[config.mk]
export PLATFORM = sky130hd
export DESIGN_NAME = c7bifu_fcl_mo_flat
export DESIGN_NICKNAME = d
export VERILOG_FILES = /design/src/rtl/c7bifu_pkg.sv /design/src/rtl/c7bifu_fcl_mo_if.sv /design/src/rtl/c7bifu_dff.sv /design/src/rtl/c7bifu_updn_cnt.sv /design/src/rtl/c7bifu_fcl_mo.sv /design/src/flat_wrapper.sv
export SDC_FILE = /design/constraint.sdc
export NUM_CORES = 1
export LEC_CHECK = 0
export ABC_AREA = 1
export CORE_AREA = 2 2 41 43
export CTS_BUF_LIST = sky130_fd_sc_hd__clkbuf_8 sky130_fd_sc_hd__clkbuf_16
export DETAILED_ROUTE_END_ITERATION = 6
export DIE_AREA = 0 0 43 45
export GPL_TIMING_DRIVEN = 0
export PLACE_DENSITY = 0.85
export SLEW_MARGIN = 0
export SYNTH_ARGS = -nofsm -noshare
export SYNTH_HDL_FRONTEND = slang
export SYNTH_SLANG_ARGS = --single-unit
[constraint.sdc]
create_clock -name clk -period 3.55 [get_ports clk]
set_clock_uncertainty 0.2 [all_clocks]
set_input_delay 0.5325 -clock clk [delete_from_list [all_inputs] [get_ports clk]]
set_output_delay 0.5325 -clock clk [all_outputs]
set_load 0.02 [all_outputs]
[src/rtl/c7bifu_pkg.sv]
// Shared definitions for the c7bifu fetch-control slice: prefetch address-select
// indices and the counter-width helper.
package c7bifu_pkg;

  localparam int SEL_INIT = 0;
  localparam int SEL_OLD  = 1;
  localparam int SEL_INC  = 2;
  localparam int SEL_BRN  = 3;
  localparam int SEL_ISR  = 4;
  localparam int SEL_ERT  = 5;
  localparam int SEL_NUM  = 6;

  // Bits needed to hold 0..max_out inclusive.
  function automatic int cnt_w(input int max_out);
    return $clog2(max_out + 1);
  endfunction

endpackage

[src/rtl/c7bifu_fcl_mo_if.sv]
// Fetch-control bundle: ICU request/response handshake, EXU redirects,
// IQ credits and the prefetch address-mux controls.
interface c7bifu_fcl_mo_if
  import c7bifu_pkg::*;
#(
  parameter int MAX_OUTSTANDING = 2,
  parameter int IQ_DEPTH        = 4
);
  localparam int CNT_W    = cnt_w(MAX_OUTSTANDING);
  localparam int IQ_CNT_W = $clog2(IQ_DEPTH + 1);

  logic                ifu_icu_req_ic1;
  logic                icu_ifu_ack_ic1;
  logic                icu_ifu_data_valid_ic2;
  logic                exu_ifu_except;
  logic                exu_ifu_branch;
  logic                exu_ifu_ertn;
  logic                exu_ifu_stall;
  logic [IQ_CNT_W-1:0] iq_free;
  logic                pf_addr_sel_init;
  logic                pf_addr_sel_old;
  logic                pf_addr_sel_inc;
  logic                pf_addr_sel_brn;
  logic                pf_addr_sel_isr;
  logic                pf_addr_sel_ert;
  logic                pf_addr_en;
  logic                icu_data_vld;
  logic                stall;
  logic                flush;
  logic [CNT_W-1:0]    outst_cnt;

  // Fetch-control side.
  modport master (
    input  icu_ifu_ack_ic1, icu_ifu_data_valid_ic2,
           exu_ifu_except, exu_ifu_branch, exu_ifu_ertn, exu_ifu_stall, iq_free,
    output ifu_icu_req_ic1,
           pf_addr_sel_init, pf_addr_sel_old, pf_addr_sel_inc,
           pf_addr_sel_brn, pf_addr_sel_isr, pf_addr_sel_ert,
           pf_addr_en, icu_data_vld, stall, flush, outst_cnt
  );

  // ICU / EXU / IQ side.
  modport slave (
    output icu_ifu_ack_ic1, icu_ifu_data_valid_ic2,
           exu_ifu_except, exu_ifu_branch, exu_ifu_ertn, exu_ifu_stall, iq_free,
    input  ifu_icu_req_ic1,
           pf_addr_sel_init, pf_addr_sel_old, pf_addr_sel_inc,
           pf_addr_sel_brn, pf_addr_sel_isr, pf_addr_sel_ert,
           pf_addr_en, icu_data_vld, stall, flush, outst_cnt
  );

endinterface

[src/rtl/c7bifu_dff.sv]
// Codebase flop cells: async active-low reset to zero, with and without load enable.
module dffrl_ns #(
  parameter int SIZE = 1
) (
  input  logic            clk,
  input  logic            rst_l,
  input  logic [SIZE-1:0] din,
  output logic [SIZE-1:0] q
);

  // NOTE: sequential state uses non-blocking (<=) so every flop samples pre-edge values.
  always_ff @(posedge clk or negedge rst_l) begin
    if (!rst_l) q <= '0;
    else        q <= din;
  end

endmodule

module dffrle_ns #(
  parameter int SIZE = 1
) (
  input  logic            clk,
  input  logic            rst_l,
  input  logic            en,
  input  logic [SIZE-1:0] din,
  output logic [SIZE-1:0] q
);

  always_ff @(posedge clk or negedge rst_l) begin
    if (!rst_l)  q <= '0;
    else if (en) q <= din;
  end

endmodule

[src/rtl/c7bifu_updn_cnt.sv]
// Saturating up/down counter with synchronous load; exposes its next value so
// callers can make same-cycle decisions on it.
module c7bifu_updn_cnt #(
  parameter int W   = 2,
  parameter int MAX = 2
) (
  input  logic         clk,
  input  logic         resetn,
  input  logic         load,
  input  logic [W-1:0] load_val,
  input  logic         up,
  input  logic         dn,
  output logic [W-1:0] cnt_nxt,
  output logic [W-1:0] cnt
);

  localparam logic [W-1:0] MAX_C = W'(MAX);

  logic en;

  // NOTE: default first so every path assigns cnt_nxt and no latch is inferred.
  always_comb begin
    cnt_nxt = cnt;
    if (load) begin
      cnt_nxt = load_val;
    end else if (up && !dn) begin
      if (cnt != MAX_C) cnt_nxt = cnt + W'(1);
    end else if (dn && !up) begin
      if (cnt != '0) cnt_nxt = cnt - W'(1);
    end
  end

  assign en = load | (up ^ dn);

  dffrle_ns #(.SIZE(W)) u_q (
    .clk   (clk),
    .rst_l (resetn),
    .en    (en),
    .din   (cnt_nxt),
    .q     (cnt)
  );

endmodule

[src/rtl/c7bifu_fcl_mo.sv]
// Multi-outstanding ICU fetch control: issues under outstanding/credit limits,
// redirects on except/ertn/branch and drops responses made stale by a flush.
module c7bifu_fcl_mo
  import c7bifu_pkg::*;
#(
  parameter int MAX_OUTSTANDING = 2,
  parameter int IQ_DEPTH        = 4
) (
  input  logic                 clk,
  input  logic                 resetn,
  c7bifu_fcl_mo_if.master      bus
);

  localparam int               CNT_W   = cnt_w(MAX_OUTSTANDING);
  localparam logic [CNT_W-1:0] MAX_CNT = CNT_W'(MAX_OUTSTANDING);

  logic               rst_done;
  logic               req_q;
  logic               req_nxt;
  logic               issue;
  logic               ack;
  logic               valid;
  logic               flush;
  logic [CNT_W-1:0]   out_cnt;
  logic [CNT_W-1:0]   out_nxt;
  logic [CNT_W-1:0]   cancel_cnt;
  logic [CNT_W-1:0]   cancel_nxt;
  logic [CNT_W-1:0]   live_nxt;
  logic [SEL_NUM-1:0] sel;

  assign ack   = bus.icu_ifu_ack_ic1;
  assign valid = bus.icu_ifu_data_valid_ic2;
  assign flush = bus.exu_ifu_except | bus.exu_ifu_branch | bus.exu_ifu_ertn;

  dffrl_ns #(.SIZE(1)) u_rst_done (
    .clk   (clk),
    .rst_l (resetn),
    .din   (1'b1),
    .q     (rst_done)
  );

  c7bifu_updn_cnt #(.W(CNT_W), .MAX(MAX_OUTSTANDING)) u_out_cnt (
    .clk      (clk),
    .resetn   (resetn),
    .load     (1'b0),
    .load_val ('0),
    .up       (ack),
    .dn       (valid),
    .cnt_nxt  (out_nxt),
    .cnt      (out_cnt)
  );

  // A flush marks everything still in flight after this edge as stale, including
  // a fetch acked this cycle (it used the old address); a beat returning this
  // cycle is already excluded because out_nxt subtracts it.
  c7bifu_updn_cnt #(.W(CNT_W), .MAX(MAX_OUTSTANDING)) u_cancel_cnt (
    .clk      (clk),
    .resetn   (resetn),
    .load     (flush),
    .load_val (out_nxt),
    .up       (1'b0),
    .dn       (valid),
    .cnt_nxt  (cancel_nxt),
    .cnt      (cancel_cnt)
  );

  // Stale beats hold an outstanding slot but never consume an IQ entry.
  assign live_nxt = (out_nxt > cancel_nxt) ? (out_nxt - cancel_nxt) : '0;

  assign issue = rst_done
               & ~(req_q & ~ack)
               & (out_nxt < MAX_CNT)
               & (int'(bus.iq_free) > int'(live_nxt));

  // An unacked request stays up across a redirect: the ICU samples the address at ack.
  assign req_nxt = (req_q & ~ack) | issue;

  dffrl_ns #(.SIZE(1)) u_req (
    .clk   (clk),
    .rst_l (resetn),
    .din   (req_nxt),
    .q     (req_q)
  );

  always_comb begin
    sel = '0;
    if (!rst_done)              sel[SEL_INIT] = 1'b1;
    else if (bus.exu_ifu_except) sel[SEL_ISR] = 1'b1;
    else if (bus.exu_ifu_ertn)   sel[SEL_ERT] = 1'b1;
    else if (bus.exu_ifu_branch) sel[SEL_BRN] = 1'b1;
    else if (ack)                sel[SEL_INC] = 1'b1;
    else                         sel[SEL_OLD] = 1'b1;
  end

  assign bus.pf_addr_sel_init = sel[SEL_INIT];
  assign bus.pf_addr_sel_old  = sel[SEL_OLD];
  assign bus.pf_addr_sel_inc  = sel[SEL_INC];
  assign bus.pf_addr_sel_brn  = sel[SEL_BRN];
  assign bus.pf_addr_sel_isr  = sel[SEL_ISR];
  assign bus.pf_addr_sel_ert  = sel[SEL_ERT];
  assign bus.pf_addr_en       = sel[SEL_INIT] | flush | sel[SEL_INC];

  assign bus.ifu_icu_req_ic1  = req_q;
  assign bus.icu_data_vld     = valid & (cancel_cnt == '0) & ~flush;
  assign bus.stall            = bus.exu_ifu_stall;
  assign bus.flush            = flush;
  assign bus.outst_cnt        = out_cnt;

  // Protocol errors: the counters saturate, these flag the offending cycle.
  a_valid_underflow: assert property (@(posedge clk) disable iff (!resetn)
    !(valid && out_cnt == '0));
  a_ack_overflow: assert property (@(posedge clk) disable iff (!resetn)
    !(ack && out_cnt == MAX_CNT));

endmodule

[src/flat_wrapper.sv]
// flat-port wrapper written by rule: the top's interface ports become plain ports
module c7bifu_fcl_mo_flat import c7bifu_pkg::*;
#(
  parameter int MAX_OUTSTANDING = 2,
  parameter int IQ_DEPTH        = 4
)
  (clk, resetn, bus_icu_ifu_ack_ic1, bus_icu_ifu_data_valid_ic2, bus_exu_ifu_except, bus_exu_ifu_branch, bus_exu_ifu_ertn, bus_exu_ifu_stall, bus_iq_free, bus_ifu_icu_req_ic1, bus_pf_addr_sel_init, bus_pf_addr_sel_old, bus_pf_addr_sel_inc, bus_pf_addr_sel_brn, bus_pf_addr_sel_isr, bus_pf_addr_sel_ert, bus_pf_addr_en, bus_icu_data_vld, bus_stall, bus_flush, bus_outst_cnt);
  c7bifu_fcl_mo_if #(.MAX_OUTSTANDING(MAX_OUTSTANDING), .IQ_DEPTH(IQ_DEPTH)) bus_i ();
  input  logic clk;
  input  logic resetn;
  input wire logic [$bits(bus_i.icu_ifu_ack_ic1)-1:0] bus_icu_ifu_ack_ic1;
  input wire logic [$bits(bus_i.icu_ifu_data_valid_ic2)-1:0] bus_icu_ifu_data_valid_ic2;
  input wire logic [$bits(bus_i.exu_ifu_except)-1:0] bus_exu_ifu_except;
  input wire logic [$bits(bus_i.exu_ifu_branch)-1:0] bus_exu_ifu_branch;
  input wire logic [$bits(bus_i.exu_ifu_ertn)-1:0] bus_exu_ifu_ertn;
  input wire logic [$bits(bus_i.exu_ifu_stall)-1:0] bus_exu_ifu_stall;
  input wire logic [$bits(bus_i.iq_free)-1:0] bus_iq_free;
  output wire logic [$bits(bus_i.ifu_icu_req_ic1)-1:0] bus_ifu_icu_req_ic1;
  output wire logic [$bits(bus_i.pf_addr_sel_init)-1:0] bus_pf_addr_sel_init;
  output wire logic [$bits(bus_i.pf_addr_sel_old)-1:0] bus_pf_addr_sel_old;
  output wire logic [$bits(bus_i.pf_addr_sel_inc)-1:0] bus_pf_addr_sel_inc;
  output wire logic [$bits(bus_i.pf_addr_sel_brn)-1:0] bus_pf_addr_sel_brn;
  output wire logic [$bits(bus_i.pf_addr_sel_isr)-1:0] bus_pf_addr_sel_isr;
  output wire logic [$bits(bus_i.pf_addr_sel_ert)-1:0] bus_pf_addr_sel_ert;
  output wire logic [$bits(bus_i.pf_addr_en)-1:0] bus_pf_addr_en;
  output wire logic [$bits(bus_i.icu_data_vld)-1:0] bus_icu_data_vld;
  output wire logic [$bits(bus_i.stall)-1:0] bus_stall;
  output wire logic [$bits(bus_i.flush)-1:0] bus_flush;
  output wire logic [$bits(bus_i.outst_cnt)-1:0] bus_outst_cnt;
  assign bus_i.icu_ifu_ack_ic1 = bus_icu_ifu_ack_ic1;
  assign bus_i.icu_ifu_data_valid_ic2 = bus_icu_ifu_data_valid_ic2;
  assign bus_i.exu_ifu_except = bus_exu_ifu_except;
  assign bus_i.exu_ifu_branch = bus_exu_ifu_branch;
  assign bus_i.exu_ifu_ertn = bus_exu_ifu_ertn;
  assign bus_i.exu_ifu_stall = bus_exu_ifu_stall;
  assign bus_i.iq_free = bus_iq_free;
  assign bus_ifu_icu_req_ic1 = bus_i.ifu_icu_req_ic1;
  assign bus_pf_addr_sel_init = bus_i.pf_addr_sel_init;
  assign bus_pf_addr_sel_old = bus_i.pf_addr_sel_old;
  assign bus_pf_addr_sel_inc = bus_i.pf_addr_sel_inc;
  assign bus_pf_addr_sel_brn = bus_i.pf_addr_sel_brn;
  assign bus_pf_addr_sel_isr = bus_i.pf_addr_sel_isr;
  assign bus_pf_addr_sel_ert = bus_i.pf_addr_sel_ert;
  assign bus_pf_addr_en = bus_i.pf_addr_en;
  assign bus_icu_data_vld = bus_i.icu_data_vld;
  assign bus_stall = bus_i.stall;
  assign bus_flush = bus_i.flush;
  assign bus_outst_cnt = bus_i.outst_cnt;
  c7bifu_fcl_mo #(.MAX_OUTSTANDING(MAX_OUTSTANDING), .IQ_DEPTH(IQ_DEPTH)) u_core (.clk(clk), .resetn(resetn), .bus(bus_i));
endmodule
---- Word level (Yosys, flattened, before mapping) ----
Index checks and enable logic that the tools add are counted.
cells by class
  add/subtract/negate cells ............... 4
  $mul .................................... 0
  div/mod/pow operators ................... 0
  order comparisons ....................... 3
  equal/unequal tests ..................... 1
  shift-type cells ........................ 0
  mux-type cells .......................... 19
  bitwise gates (word level) .............. 16
  reduce and logical (&&, ||, !) cells .... 7
operators with widths
  cell                 number
  $mux 2               9
  $mux 1               7
  $and 1x1->1          6
  $mux 3               2
  $or 1x1->1           6
  $mux 5               1
  $reduce_bool 2->1    2
  $sub 2x1->2 const B  2
  $gt 3x2->1           1
  $not 1->1            3
  $add 2x1->2 const B  1
  $gt 2x2->1           1
  $logic_and 1x1->1    2
  $logic_not 1->1      2
  $logic_not 2->1      1
  $lt 2x2->1 const B   1
  $ne 2x2->1 const B   1
  $sub 2x2->2          1
  $xor 1x1->1          1
word-level totals
  flip-flop bits (word level) ............. 6
  bits in latches ......................... 0
  RAM bits ................................ 0
  memory bits (read-only) ................. 0
  input port bits ......................... 11
  output and inout bits ................... 13
  memories kept ........................... 0

---- Depth between registers and ports, before layout ----
Gate-level depths: netlist (run 1).
  word-level depth ........................ 10
  gate-level depth with buffers ........... 19

---- Hierarchy ----
Synthesis (run 1) repeated with hierarchy kept, for this count alone.
unflattened totals
  cells, all modules ...................... 121
  area, all modules ....................... 758.2 um^2
modules (own cells, without submodules)
  module           times used  cells an instance  area an instance (um^2)  sequential area each (um^2)
  c7bifu_updn_cnt  2           29                 157.7                    0.0
  c7bifu_fcl_mo    1           43                 240.2                    0.0
  dffrle_ns        2           9                  76.3                     50.0
  dffrl_ns         2           1                  25.0                     25.0

---- Worst setup path before layout (run 1) ----
Ideal clock, no wire load.
  path kind ............................... input-to-reg
  from .................................... input bus_icu_ifu_ack_ic1
  to ...................................... register u_core.u_req.q
  setup time .............................. 0.118 ns
  arrival ................................. 2.474 ns
  setup slack ............................. 0.758 ns
  stages on the path ...................... 16
  buffers on the path ..................... 0
  cells stage by stage .................... inv_1 ha_1 o211ai_1 nand3_2 nand2_1 ha_1 inv_1 fa_1 nand3_1 ha_1 nand2_1 nand2_1 nand2_1 nand2_1 nand3_1 nand2_1
between the ends
  cells in the longest elaborated chain, start to end .. 10
  elaborated cells on any way between the ends .. 18
  those cells by class .................... add/sub (1); order compare (3); mux (4); bitwise (7); reduce/logical (3)
ends and longest elaborated chain
  element                                    RTL line               RTL
  start, declared                            flat_wrapper.sv:11     input wire logic [$bits(bus_i.icu_ifu_ack_ic1)-1:0] bus_icu_ifu_ack_ic1;
  $logic_not 1->1                            c7bifu_updn_cnt.sv:28  end else if (dn && !up) begin
  $logic_and 1x1->1                          c7bifu_updn_cnt.sv:28
  $mux 2                                     c7bifu_updn_cnt.sv:28
  $mux 2 *                                   c7bifu_updn_cnt.sv:26  end else if (up && !dn) begin
  $mux 2 *                                   c7bifu_updn_cnt.sv:24  if (load) begin
  net u_core.cancel_nxt[0]                   c7bifu_fcl_mo.sv:27    logic [CNT_W-1:0] cancel_nxt;
  $sub 2x2->2 or $gt 2x2->1 (tied branches)  c7bifu_fcl_mo.sv:68    assign live_nxt = (out_nxt > cancel_nxt) ? (out_nxt - cancel_nxt) : '0;
  $mux 2 *                                   c7bifu_fcl_mo.sv:68
  $gt 3x2->1 *                               c7bifu_fcl_mo.sv:73    & (int'(bus.iq_free) > int'(live_nxt));
  $and 1x1->1 *                              c7bifu_fcl_mo.sv:73
  $or 1x1->1 *                               c7bifu_fcl_mo.sv:76    assign req_nxt = (req_q & ~ack) | issue;
  net u_core.req_nxt                         c7bifu_fcl_mo.sv:19    logic req_nxt;
  end signal, assigned                       c7bifu_dff.sv:14       else q <= din;
  end, declared                              c7bifu_dff.sv:8        output logic [SIZE-1:0] q
The timed path passes the listed nets; every way through them passes the cells marked *.
A chain may end at the register's enable or synchronous reset.

---- Worst setup path in the final report (run 1) ----
Ends and elaborated chain as after synthesis.

==> results of run 1 <==
-- kinds of logic (layout without fill, tap and decap cells) --
logic type	count (synthesis)	in the layout	synth area share, %
AND/OR/NAND/NOR	40	40	32.63
buffers and inverters	20	46	13.43
adder cells (fa/ha/maj)	10	10	22.60
flip-flops	6	6	25.59
AO/OA/AOI/OAI	5	5	5.117
other	1	1	0.6390
-- layout by cell type (no fill, tap or decap), types with 2 or more instances in the layout --
master / instances
nand2_1: 24
clkbuf_8: 3
clkdlybuf4s50_1: 22
dfrtp_1: 6
inv_1: 19
o21ai_0: 3
ha_1: 9
nor2_1: 3
buf_4: 2
nand3_1: 6
-- routing by layer --
metal,routed length (um),part of all wire (%)
met1,488,39
met5,0,0
met2,649,52
met4,51,4.1
met3,67,5.3
-- sequential cells by signal, summed over array words and instances, names as in the netlist --
| name | cells |
|---|---|
| u_core.u_cancel_cnt.u_q.q | 2 |
| u_core.u_rst_done.q | 1 |
| u_core.u_out_cnt.u_q.q | 2 |
| u_core.u_req.q | 1 |
-- cells in the mapped netlist --
cell type  number  area (sq um)
nor3_2          1         10.01
nand3_2         1         10.01
ha_1            9         112.6
nand3_1         6         30.03
or2_2           1         6.260
conb_1          1         3.750
dfrtp_1         6         150.1
o211ai_1        1         7.510
o21ai_0         3         15.01
nand2_1        24         90.09
inv_1          19         71.32
o21a_1          1         7.510
nor3_4          1         16.27
or2_0           1         6.260
fa_1            1         20.02
nor3_1          1         5.000
buf_4           1         7.510
nor2_1          3         11.26
nor2_2          1         6.260
-- area by class of cell --
cell class,instances,share of cell area (%)
buffer,1,0.8571
clock buffer,3,4.714
inverter,19,8.143
multi-input combinational,56,40.86
sequential,6,17.14
tap,16,2.286
timing repair buffer,23,26.00
-- worst paths after layout --
path / to / slack (ns)
setup / recovery: u_core.u_req.q / 0.24
hold / removal: u_core.u_req.q / 0.29
setup reg to reg: u_core.u_req.q / 0.77
hold reg to reg: u_core.u_req.q / 0.29
max in group asynchronous: u_core.u_cancel_cnt.u_q.q[1] / 2.57
min in group asynchronous: u_core.u_cancel_cnt.u_q.q[0] / 0.35
-- report_power, final --
group	total (mW)	leakage, nW	internal (mW)	switching [mW]
clock	0.102	0.0216	0.0728	0.0292
sequential	0.103	0.0736	0.0870	0.0156
combinational	0.214	0.358	0.0985	0.116
total	0.419	0.453	0.258	0.160
-- worst min-delay path, cell delays in order (launching register included) --
cell     delay (ns)
dfrtp_1        0.34
nand2_1        0.06
nand2_1        0.06
==> flow_summary.ini, run 1 <==
[clock_network]
clkTransAtPathRegs_ns = 0.03
htreeDepth = 1
postCtsHoldBufs = 0
cts_buffer_depth = 2
cts_resized = 0
cts_num_sinks = 6
root_buffer = clkbuf_8
cts_tree = done
cts_inserted_buffers = 3
post_cts_buffers = 0
clkLatencyLatePin_ns = 0.23

[global_routing]
grt.overflow.total = 0
grt_use_total_pct = 14.75
grt_pass1_vias = 511
grtUsageMet2_pct = 23.33
grt_max_degree = 7
antenna_found_initial = 0
grt_pass1_wl_um = 2049
busiest_layer = met2
grt_use_met1_pct = 17.50
grt_use_met3_pct = 2.400

[final_layout]
n_antenna_cell = 0
areaGrowthSynthToFinish_pct = 49.25
multi_input_area_sq_um = 357.8
fillCellCount = 140
final_area_sq_um = 875.8
regArea_sq_um = 150.1
drive_gt1_share_pct = 9.259
fin_util_pct = 59.52
fin_cells = 124
final_nets = 131

[floorplan]
dieArea_sq_um = 1935
die_y_um = 45
core_area_sq_um = 1471
num_rows = 14
io_pins = 24
initial_utilization_pct = 39.88
die_x_um = 43

[worst_setup_path]
end_kind = flip-flop
required_ns = 3.46
cp_data_arrival_time_ns = 3.22
critical_path_class = in -> reg
cp_slowest_cell = clkdlybuf4s50_1
critical_path.max_stage_delay_ns = 0.52
worstPathCellList = clkdlybuf4s50_1 > inv_1 > ha_1 > o211ai_1 > nand3_2 > nand2_1 > ha_1 > inv_1 > fa_1 > nand3_1 > ha_1 > nand2_1 > nand2_1 > nand2_1 > nand2_1 > nand3_1 > nand2_1
crit_cells = 17
rr_startpoint = u_core.u_out_cnt.u_q.q[0]
critPathMaxFanout = 4
crit_family = adder cells
worst-path-buf-inv = 3
r2r_cells = 14
path_common_cell = nand2_1
critPathLaunchType = input pin
cp-startpoint = bus_icu_ifu_ack_ic1

[yosys]
ys_ff_latch = 6
syn_nets = 103
syn_area_sq_um = 586.8
yosysWarningCount = 0
synth.distinct_cells = 19
synth-seq-area-share_pct = 25.59
synth.avg_cell_area_sq_um = 7.156
synthCells = 82

[power_and_ir_drop]
p_per_area_nw_per_um2 = 478.0
vdd_drop_max_v = 0.0002664
power_mw = 0.4186
power.leakage_nw = 0.4535

[detailed_routing]
drc = 0
drtAntennaViolNets = 0
via_per_inst = 4.573
first_pass_iters = 4
wl_per_cell_um = 10.14
drtIter0Drc = 9
wirelength_um = 1257
vias = 567

[outcome]
status = finished clean

[placement]
dp_slack_ns = -0.01512
gp_congestion = 0.7248
io_buffers = 22
dp.cells = 120
post_dp_cell_area_sq_um = 827.0
dp_hpwl_um = 1046

[timing]
fin_ws_ns = 0.2421
hold_viol = 0
period_minus_slack_ns = 3.308
setup_viol = 0
drv_slew = 0
rsz0062_at_grt = false
max_freq_mhz = 302.3
whs_ns = 0.2888
fin_crit_sh_pct = 93.18
tns_ns = 0

[run]
maxCapViolations = 0

[min_path]
hold_path.class = reg -> reg
worst_hold_path.num_cells = 2
min_from = u_core.u_req.q
Power figures use the tool's default switching activity.
==> run 2, diff against run 1 <==
--- a/config.mk
+++ b/config.mk
@@ -6,12 +6,12 @@
 export NUM_CORES = 1
 export LEC_CHECK = 0
 export ABC_AREA = 1
-export CORE_AREA = 2 2 41 43
+export CORE_AREA = 2 2 40 42
 export CTS_BUF_LIST = sky130_fd_sc_hd__clkbuf_8 sky130_fd_sc_hd__clkbuf_16
 export DETAILED_ROUTE_END_ITERATION = 6
-export DIE_AREA = 0 0 43 45
+export DIE_AREA = 0 0 42 44
 export GPL_TIMING_DRIVEN = 0
-export PLACE_DENSITY = 0.85
+export PLACE_DENSITY = 0.88
 export SLEW_MARGIN = 0
 export SYNTH_ARGS = -nofsm -noshare
 export SYNTH_HDL_FRONTEND = slang
==> constraint.sdc (replaced) <==
create_clock -name clk -period 4.1 [get_ports clk]
set_clock_uncertainty 0.2 [all_clocks]
set_input_delay 0.615 -clock clk [delete_from_list [all_inputs] [get_ports clk]]
set_output_delay 0.615 -clock clk [all_outputs]
set_load 0.02 [all_outputs]
==> flow_summary.ini, run 2 (synthesized netlist as in run 1, its figures left out) <==
[outcome]
status = finished clean

[clock_network]
clkTransAtPathRegs_ns = 0.04
cts_buffer_depth = 2
clkLatencyLatePin_ns = 0.22
root_buffer = clkbuf_8
cts_num_sinks = 6
cts_inserted_buffers = 3
htreeDepth = 1
cts_tree = done
post_cts_buffers = 0
postCtsHoldBufs = 0
cts_resized = 0

[worst_setup_path]
cp_data_arrival_time_ns = 3.37
critPathLaunchType = input pin
critical_path_class = in -> reg
required_ns = 4.01
end_kind = flip-flop
critPathMaxFanout = 4

[power_and_ir_drop]
pwr-share-seq_pct = 24.2
p_clk_share_pct = 24.6
p_int_mw = 0.2220
switchingPower_mw = 0.1424
power_mw = 0.3644
vdd_drop_max_v = 0.0002019
p_per_area_nw_per_um2 = 419.7
pwr-share-comb_pct = 51.2
switching_share_pct = 39.07
power.leakage_nw = 0.4485

[detailed_routing]
met1_length_um = 531
routed-wl-met3_um = 60
drtIter0Drc = 7
drc = 0
via_per_inst = 4.602
wl_met2_um = 696
dr.max_layer_used = met4
first_pass_iters = 4
wl_per_cell_um = 10.78
wirelength_um = 1326
vias = 566
drtAntennaViolNets = 0

[final_layout]
final_common_cell = nand2_1
drive_gt1_share_pct = 8.411
final_nets = 130
layout_common_cells = 24 x nand2_1, 22 x clkdlybuf4s50_1, 19 x inv_1
largestRegisters = u_core.u_cancel_cnt.u_q.q x2, u_core.u_out_cnt.u_q.q x2
regArea_sq_um = 150.1
multi_input_area_sq_um = 357.8
n_antenna_cell = 0
areaGrowthSynthToFinish_pct = 47.97
fillCellCount = 149

[timing]
fin_crit_sh_pct = 84.35
tns_ns = 0
fin_ws_ns = 0.6416
period_minus_slack_ns = 3.458
max_freq_mhz = 289.1
drv_slew = 0
hold_viol = 0
setup_viol = 0
rsz0062_at_grt = false

[placement]
gp_congestion = 0.7906
io_buffers = 22
dp_slack_ns = 0.4010
dp_hpwl_um = 1119

[global_routing]
grt_use_total_pct = 17.21
antenna_found_initial = 0
grt.overflow.total = 0
grt_max_degree = 7
grt_pass1_wl_um = 2339
grt_pass1_vias = 560

[floorplan]
initial_utilization_pct = 41.36
die_x_um = 42
die_y_um = 44
num_rows = 14
io_pins = 24
core_area_sq_um = 1419
dieArea_sq_um = 1848

[min_path]
hold_path.class = reg -> reg

[run]
maxCapViolations = 0
run 2: cell count changes in the layout (fill, tap and decap cells not counted), sizes merged:
cell / delta
buf: -1
run 2: path summary, 6_finish.rpt:
kind                                                 from                        end  slack [ns]  cells after the start
worst min-delay path                       u_core.u_req.q             u_core.u_req.q        0.28                      2
worst max register to register  u_core.u_out_cnt.u_q.q[0]             u_core.u_req.q        1.30                     14
worst min register to register             u_core.u_req.q             u_core.u_req.q        0.28                      2
min in group asynchronous                          resetn             u_core.u_req.q        0.44                      1
worst max-delay path                  bus_icu_ifu_ack_ic1             u_core.u_req.q        0.64                     17
max in group asynchronous                          resetn  u_core.u_out_cnt.u_q.q[1]        3.04                      1
run 2: metal layers:
metal | track usage [%] | up-vias
met5 | 0 | -
met4 | 9.677 | 0
met3 | 3.333 | 5
met2 | 30.63 | 16
met1 | 19.28 | 249
li1 | - | 296
run 2: layout make-up:
| class | count | share of cell area [%] |
|---|---|---|
| multi-input cells | 56 | 41.21 |
| repair buffers | 22 | 25.36 |
| flip-flops and latches | 6 | 17.29 |
| inverters | 19 | 8.213 |
| clock buffers | 3 | 4.755 |
| well taps | 16 | 2.305 |
| plain buffers | 1 | 0.8646 |
run 2: metrics by stage:
step	hold slack, ns	cell area (sq um)	util [%]	cells
6_report	0.2773	868.3	61.20	123
5_1_grt	0.3044	868.3	61.20	123
4_1_cts	0.2794	868.3	61.20	123
3_5_place_dp	0.2697	827.0	58.29	120
3_3_place_gp	0.2670	827.0	58.29	120
2_1_floorplan	0.1194	586.8	-	82
run 2: power by group through the flow:
stage               combinational, mW  sequential [mW]  clock (mW)
global route                    0.221           0.0910      0.0959
CTS                             0.191           0.0884      0.0912
floorplan                       0.108           0.0998           0
finish                          0.186           0.0884      0.0896
detailed placement              0.190           0.0892           0
global placement                0.173           0.0886           0
run 2: worst max-delay path, stage by stage:
cell,delay (ns)
clkdlybuf4s50_1,0.51
inv_1,0.10
ha_1,0.23
o211ai_1,0.34
nand3_2,0.11
nand2_1,0.09
ha_1,0.14
inv_1,0.05
fa_1,0.49
nand3_1,0.08
ha_1,0.30
nand2_1,0.07
nand2_1,0.04
nand2_1,0.05
nand2_1,0.05
nand3_1,0.06
nand2_1,0.05
